**src/rtl/servo_pkg.sv**
```systemverilog
// servo_pkg: shared defaults, position type and slew helper
// for the multi-channel servo PWM block.
package servo_pkg;

  localparam int NUM_CH_D   = 2;
  localparam int CLK_HZ_D   = 100_000_000;
  localparam int TICK_HZ_D  = 1_000_000;
  localparam int PERIOD_D   = 3000;
  localparam int MIN_W_D    = 1000;
  localparam int MAX_W_D    = 2000;
  localparam int W_WIDTH_D  = 12;
  localparam int MAX_STEP_D = 50;

  typedef logic [W_WIDTH_D-1:0] width_t;

  // Signed move from act toward pend, limited to +/-step.
  function automatic int clip_step(
    input int pend,
    input int act,
    input int step
  );
    int d;
    d = pend - act;
    if (d > step) return step;
    if (d < -step) return -step;
    return d;
  endfunction

endpackage

```
**src/rtl/servo_tick_gen.sv**
```systemverilog
// servo_tick_gen: prescaler giving a 1-cycle tick
// every DIV clocks (high while the count sits at DIV-1).
module servo_tick_gen #(
  parameter int DIV = 100
) (
  input  logic clk,
  input  logic rst,
  output logic o_tick
);

  localparam int PW = (DIV > 1) ? $clog2(DIV) : 1;
  localparam logic [PW-1:0] TOP = PW'(DIV - 1);

  logic [PW-1:0] r_presc;

  assign o_tick = (r_presc == TOP);

  // Prescaler: count up, wrap on the tick cycle.
  always_ff @(posedge clk or negedge rst) begin
    if (!rst) begin
      r_presc <= '0;
    end else if (o_tick) begin
      r_presc <= '0;
    end else begin
      r_presc <= r_presc + 1'b1;
    end
  end

endmodule

```
**src/rtl/servo_pwm_array.sv**
```systemverilog
// servo_pwm_array: NUM_CH double-buffered servo PWM outputs.
// Optional SERVO_SLEW_LIMIT_EN limits width change per frame.
module servo_pwm_array
  import servo_pkg::*;
#(
  parameter int NUM_CH       = NUM_CH_D,
  parameter int CLK_HZ       = CLK_HZ_D,
  parameter int TICK_HZ      = TICK_HZ_D,
  parameter int PERIOD_TICKS = PERIOD_D,
  parameter int MIN_W        = MIN_W_D,
  parameter int MAX_W        = MAX_W_D,
  parameter int W_WIDTH      = W_WIDTH_D,
  parameter int MAX_STEP     = MAX_STEP_D,
  localparam int CH_W = (NUM_CH > 1) ? $clog2(NUM_CH) : 1
) (
  input  logic               clk,
  input  logic               rst,
  input  logic               pos_valid,
  output logic               pos_ready,
  input  logic [CH_W-1:0]    pos_ch,
  input  logic [W_WIDTH-1:0] pos_data,
  output logic [NUM_CH-1:0]  pwm,
  output logic               frame_start,
  output logic               clamp_err
);

  localparam int SPAN = MAX_W - MIN_W;
  localparam logic [W_WIDTH-1:0] SPAN_W = W_WIDTH'(SPAN);
  localparam logic [W_WIDTH-1:0] NEUT = W_WIDTH'(SPAN / 2);
  localparam logic [W_WIDTH-1:0] LAST = W_WIDTH'(PERIOD_TICKS - 1);
  localparam logic [W_WIDTH:0] MIN_X = (W_WIDTH+1)'(MIN_W);
  localparam logic [CH_W:0] NCH_C = (CH_W+1)'(NUM_CH);

  if ((MAX_W >= PERIOD_TICKS) || (MIN_W >= MAX_W) ||
      (CLK_HZ % TICK_HZ != 0) ||
      (PERIOD_TICKS > 2**W_WIDTH)) begin : g_bad_cfg
    $error("servo_pwm_array: bad parameters");
  end

  logic               w_tick;
  logic               w_last;
  logic               w_bound;
  logic               w_we;
  logic               w_ch_ok;
  logic               w_over;
  logic [W_WIDTH-1:0] w_dat;

  logic [W_WIDTH-1:0] r_cnt;
  logic               r_ready;
  logic               r_fs;
  logic               r_clamp;

  servo_tick_gen #(
    .DIV (CLK_HZ / TICK_HZ)
  ) u_tick (
    .clk    (clk),
    .rst    (rst),
    .o_tick (w_tick)
  );

  assign w_last  = (r_cnt == LAST);
  assign w_bound = w_tick & w_last;
  assign w_we    = pos_valid & r_ready;
  assign w_ch_ok = ({1'b0, pos_ch} < NCH_C);
  assign w_over  = (pos_data > SPAN_W);
  assign w_dat   = w_over ? SPAN_W : pos_data;

  assign pos_ready   = r_ready;
  assign frame_start = r_fs;
  assign clamp_err   = r_clamp;

  // Frame counter, frame strobe, handshake and error pulse.
  always_ff @(posedge clk or negedge rst) begin
    if (!rst) begin
      r_cnt   <= '0;
      r_ready <= 1'b0;
      r_fs    <= 1'b0;
      r_clamp <= 1'b0;
    end else begin
      r_ready <= 1'b1;
      r_fs    <= w_bound;
      r_clamp <= w_we & (~w_ch_ok | w_over);
      if (w_tick) begin
        r_cnt <= w_last ? '0 : r_cnt + 1'b1;
      end
    end
  end

  for (genvar g = 0; g < NUM_CH; g++) begin : g_ch
    logic [W_WIDTH-1:0] r_pend;
    logic [W_WIDTH-1:0] r_act;
    logic               r_pwm;
    logic [W_WIDTH:0]   w_lim;

    assign w_lim  = {1'b0, r_act} + MIN_X;
    assign pwm[g] = r_pwm;

    // Pending write, boundary shadow copy and pulse compare.
    always_ff @(posedge clk or negedge rst) begin
      if (!rst) begin
        r_pend <= NEUT;
        r_act  <= NEUT;
        r_pwm  <= 1'b0;
      end else begin
        if (w_we && w_ch_ok && (pos_ch == CH_W'(g))) begin
          r_pend <= w_dat;
        end
        if (w_bound) begin
`ifdef SERVO_SLEW_LIMIT_EN
          r_act <= W_WIDTH'(int'(r_act) +
                   clip_step(int'(r_pend), int'(r_act), MAX_STEP));
`else
          r_act <= r_pend;
`endif
        end
        r_pwm <= ({1'b0, r_cnt} < w_lim);
      end
    end
  end

endmodule
```
**config.mk**
```make
export PLATFORM = sky130hd
export DESIGN_NAME = servo_pwm_array
export DESIGN_NICKNAME = d
export VERILOG_FILES = /design/src/rtl/servo_pkg.sv /design/src/rtl/servo_tick_gen.sv /design/src/rtl/servo_pwm_array.sv
export SDC_FILE = /design/constraint.sdc
export NUM_CORES = 1
export LEC_CHECK = 0
export ABC_AREA = 1
export CORE_ASPECT_RATIO = 0.9
export CORE_MARGIN = 4
export CORE_UTILIZATION = 45
export DETAILED_ROUTE_END_ITERATION = 8
export PLACE_DENSITY = 0.7
export SLEW_MARGIN = 15
export SYNTH_ARGS = -nofsm -noshare
export SYNTH_HDL_FRONTEND = slang
export SYNTH_SLANG_ARGS = --single-unit
```
**constraint.sdc**
```tcl
create_clock -name clk -period 4.13 [get_ports clk]
set_clock_uncertainty 0.15 [all_clocks]
set_input_delay 1.239 -clock clk [delete_from_list [all_inputs] [get_ports clk]]
set_output_delay 1.239 -clock clk [all_outputs]
set_load 0.02 [all_outputs]
```
# Word level (Yosys, flattened, before mapping)
# Index checks and enable logic that the tools add are counted.
totals:
  wordCells: 29
  register_bits: 72
  out_inout_bits: 5
  inputBits: 16
classes:
  n_lt_le_gt_ge: 3
  n_eq_ne: 2
  n_addsub: 4
  n_mux: 3
  bitwise_logic: 4
  n_reduce_logical: 2
ops:
  columns: ["cell", "count"]
  rows:
  - ["$add A12 B10 Y13 const B", 2]
  - ["$lt A12 B13 Y1", 2]
  - ["$mux W12", 2]
  - ["$add A12 B1 Y12 const B", 1]
  - ["$eq A12 B12 Y1 const B", 1]
  - ["$gt A12 B10 Y1 const B", 1]
  - ["$add A7 B1 Y7 const B", 1]
  - ["$eq A7 B7 Y1 const B", 1]
  - ["$mux W7", 1]
  - ["$and A1 B1 Y1", 3]
  - ["$logic_and A1 B1 Y1", 2]
  - ["$not A1 Y1", 1]

# Depth between registers and ports, before layout
depth:
  depth_word: 2
  ltp_mapped: 13
  depth_no_buf: 13

# By module
# From an unflattened synthesis, not the netlist that was laid out.
unflattened:
  hier_cells: 509
  hier_area_um2: 4005.1
by_module_without_submodules:
  columns: ["mod", "area_per_inst_um2", "cells_each", "instances"]
  rows:
  - ["servo_pwm_array", 3643.5, 467, 1]
  - ["servo_tick_gen", 361.6, 42, 1]

# Least setup slack after synthesis
# No wires, ideal clock.
synth_timing:
  path_type: "input port to flip-flop"
  start: "input port pos_data[10]"
  end: "register g_ch[1].r_pend[9]"
  t_required_ps: 3862
  setup_ps: 118
  setup_slack_ps: 1858
  path_buffers: 1
  arrival_time_ps: 2004
  path_stages: 5
  path_cell_list: "nor2_1 clkbuf_1 nand3_1 nand2_1 nand2_1"
synth_between:
  elab_chain_cells: 2
synth_lines:
  columns: ["element", "line", "rtl"]
  rows:
  - ["start, declared", "servo_pwm_array.sv:21", "input logic [W_WIDTH-1:0] pos_data,"]
  - ["$gt A12 B10 Y1", "servo_pwm_array.sv:65", "assign w_over = (pos_data > SPAN_W);"]
  - ["$mux W12", "servo_pwm_array.sv:66", "assign w_dat = w_over ? SPAN_W : pos_data;"]
  - ["end signal, assigned", "servo_pwm_array.sv:106", "r_pend <= w_dat;"]
  - ["end, declared", "servo_pwm_array.sv:90", "logic [W_WIDTH-1:0] r_pend;"]
# Every way passes these cells.
# A chain may end at the register's enable or synchronous reset.

# Worst setup path in the final report
layout_timing:
  start: "register r_ready (netlist: pos_ready)"
  end: "output port pos_ready"
layout_lines:
  columns: ["element", "line", "rtl"]
  rows:
  - ["start, declared", "servo_pwm_array.sv:49", "logic r_ready;"]
  - ["start signal, assigned", "servo_pwm_array.sv:76", "r_ready <= 1'b0;"]
  - ["start signal, assigned", "servo_pwm_array.sv:80", "r_ready <= 1'b1;"]
  - ["end, declared", "servo_pwm_array.sv:19", "output logic pos_ready,"]
# No word-level cell between the ends.

==> metrics.md <==
| Metric | Value |
|---|---|
| Gr ovfl total | `0` |
| Slew HR | `41.71%` |
| Largest stage delay, worst path | `620 ps` |
| Worst-path maximum fanout | `3` |
| Fmax | `0.3645 GHz` |
| DR WL/cell | `12.71 um` |
| Sequential-to-total area share from yosys stat | `44.69%` |
| Crit path max-delay family | `buffers and inverters` |
| Unique masters post-synth | `30` |
| Post-synthesis compound-gate area fraction | `3.663%` |
| Ys async rst share | `100.0%` |
| Final count of pins violating max slew | `0` |
| Largest net degree at the start of global routing | `73` |
| Combinational share of power | `5.0%` |
| Initial antenna violation count | `0` |
| Clock Pin Slew Worst Setup and Hold Paths | `80 ps` |
| Postcts setup bufs | `0` |
| Buf/Inv on CP | `1` |
| Status | `finished clean` |
| Clock Power Share | `42.8%` |
| Cts bufs inserted | `9` |
| Vias in the first global route | `3222` |
| Sw Pwr | `0.3463 mW` |
| Crit start category | `flop` |
| Die Area | `10700 um^2` |
| DRC | `0` |
| Multiplexer share of the synthesized area | `0%` |
| Crit share post-route | `66.43%` |
| Top_reg_cell synth | `dfrtp_1` |
| Synthesis-stage register bit count | `72` |
| Nets | `568` |
| Number of max-cap violations | `0` |
| # diodes | `0` |
| Largest family of logic cells by synthesized area | `simple AND/OR/NAND/NOR gates` |
| Final Power | `1.465 mW` |
| Io pins | `21` |
| Power Internal | `1.118 mW` |
| Synth warn | `0` |
| Post-synth EDFFs | `0` |
| Cells after Synth | `506` |
| Sequential Power Share | `52.1%` |
| Routed Wire Length | `8260 um` |
| PwrDens | `320.2 nW/um^2` |
| Post-route minimum period | `2744 ps` |
| Setup TNS | `0 ps` |
| Xor/xnor share of the synthesized area | `3.846%` |
| Count of final hold-check violations | `0` |
| Critical Path AT | `1350 ps` |
| Fillers | `866` |
| Avg Cell Area, Syn | `8.101 um^2` |
| Setup violators final | `0` |
| CTS hold repair buffers | `0` |
| Ordered list of cells on the worst path | `clkdlybuf4s50_1` |
| CP endpoint kind | `output port` |
| Post-Syn Area | `4099 um^2` |
| CTS tree | `yes` |
| Worst-Skew Late Latency | `360 ps` |
| Slew @ Worst Pin | `871.1 ps` |
| Hold Crit Class | `flop to flop` |
| Die span in x | `108.6 um` |
| Type of the worst setup path | `flop to output port` |
| DRT antenna net count | `0` |
| Via-per-instance ratio | `4.985` |
| DRT iter0 DRCs | `219` |
| Die height | `98.54 um` |
| HPWL after DPL | `6017 um` |
| Synth Area in Simple Gates | `32.42%` |
| Clock Sink Count | `72` |
| LEAKAGE | `2.422 nW` |
| Worst Path Required | `2740 ps` |
| Unrepaired setup endpoints after global routing | `no` |
| P&R area growth vs syn | `11.57%` |
| Gpl congestion | `0.8661` |
| Port Buffer Count | `20` |
| Initial Util | `46.96%` |
| Fin Hold WS | `311.2 ps` |
| GRT Util Overall | `16.80%` |
| Clock root cell | `clkbuf_8` |
| Number of gates resized after cts | `0` |
| Mapped Nets | `548` |
| Slowest CP cell | `clkdlybuf4s50_1` |
| Via Count | `3240` |
| Sw Ratio | `23.65%` |
| H-tree depth | `3` |
| Layout cells sized above 1 | `12.81%` |
| Drt first pass iters | `4` |
| Clock tree buffer depth | `2` |
| Placement row count | `32` |
| Core area | `8728 um^2` |
| First-pass GRT wire length | `14370 um` |
| Post-Synth Adder-Cell Area | `7.937%` |
| VDD IR max | `0.0001993 V` |
[through the flow]
stage	instance area, um^2	utilization (%)	cells	setup slack [ps]
floorplan	4099	-	506	1858
CTS	4573	52.39	650	1370
global route	4573	52.39	650	1335
finish	4573	52.39	650	1386
global placement	4355	49.90	634	1224
detailed placement	4355	49.90	634	1202
[worst paths after layout]
kind / slack, ps / cells after the start / start / end
max reg2reg: 1890 / 11 / g_ch[1].r_act[3] / g_ch[1].r_pwm
max in group asynchronous: 2340 / 2 / rst / g_ch[0].r_act[0]
min in group asynchronous: 930 / 2 / rst / u_tick.r_presc[0]
min: 310 / 1 / u_tick.r_presc[0] / u_tick.r_presc[0]
min reg2reg: 310 / 1 / u_tick.r_presc[0] / u_tick.r_presc[0]
max: 1390 / 1 / pos_ready / pos_ready
[power groups by stage]
| stage | Combinational, mW | Clock (mW) | Sequential (mW) |
|---|---|---|---|
| after floorplan | 0.0346 | 0 | 0.772 |
| after global placement | 0.0738 | 0 | 0.776 |
| after detailed placement | 0.0754 | 0 | 0.776 |
| after CTS | 0.0759 | 0.641 | 0.763 |
| after global routing | 0.0858 | 0.670 | 0.766 |
| final | 0.0739 | 0.627 | 0.763 |
[synth_stat cells (10+ instances only)]
library cell  count  area share [%]
nand2_1         189              17
dfrtp_1          48              29
a21oi_1          10             1.2
nand2_2          11             1.7
nand3_1          31             3.8
o21ai_0          14             1.7
nor2_1           28             2.6
inv_1            47             4.3
ha_1             26             7.9
nand4_1          20             3.1
xor2_1           13             2.8
dfstp_2          24              15
[area by class of cell]
class | instances | area, um^2 | area share, %
clock inverters | 6 | 90.09 | 1.970
repair buffers | 22 | 210.2 | 4.596
clock buffers | 10 | 127.6 | 2.791
multi-input cells | 368 | 1966 | 42.98
well taps | 119 | 148.9 | 3.256
flip-flops and latches | 72 | 1832 | 40.05
inverters | 53 | 198.9 | 4.350
[metal layers]
layer  GRT usage [%]  share of wire (%)
met1           21.68                 48
met2           27.13                 46
met3           4.846                3.4
met4           5.534                2.3
met5               0                  0
[sequential cells by signal, summed over array words and instances (netlist names)]
signal / count
g_ch.r_pwm: 2
r_cnt: 12
g_ch.r_act: 24
clamp_err: 1
u_tick.r_presc: 7
pos_ready: 1
g_ch.r_pend: 24
frame_start: 1
[cells by family after synthesis]
family                     after synthesis
AOI/OAI and AO/OA                       28
xor gates and xnor gates                18
adders and majority gates               26
buffers and inverters                   66
DFF                                     72
other                                    1
and+or+nand+nor                        295
[placed cells by master (no fill, tap or decap), types with 11 or more instances in the layout]
| cell type | Yosys | final |
|---|---|---|
| nor2_1 | 28 | 28 |
| dfstp_2 | 24 | 24 |
| nand3_1 | 31 | 31 |
| inv_1 | 47 | 47 |
| nand4_1 | 20 | 20 |
| dfrtp_1 | 48 | 48 |
| nand2_2 | 11 | 11 |
| o21ai_0 | 14 | 14 |
| xor2_1 | 13 | 13 |
| ha_1 | 26 | 26 |
| nand2_1 | 189 | 189 |
| clkdlybuf4s50_1 | 0 | 19 |
Note: power is estimated with default switching activity, not from simulation.
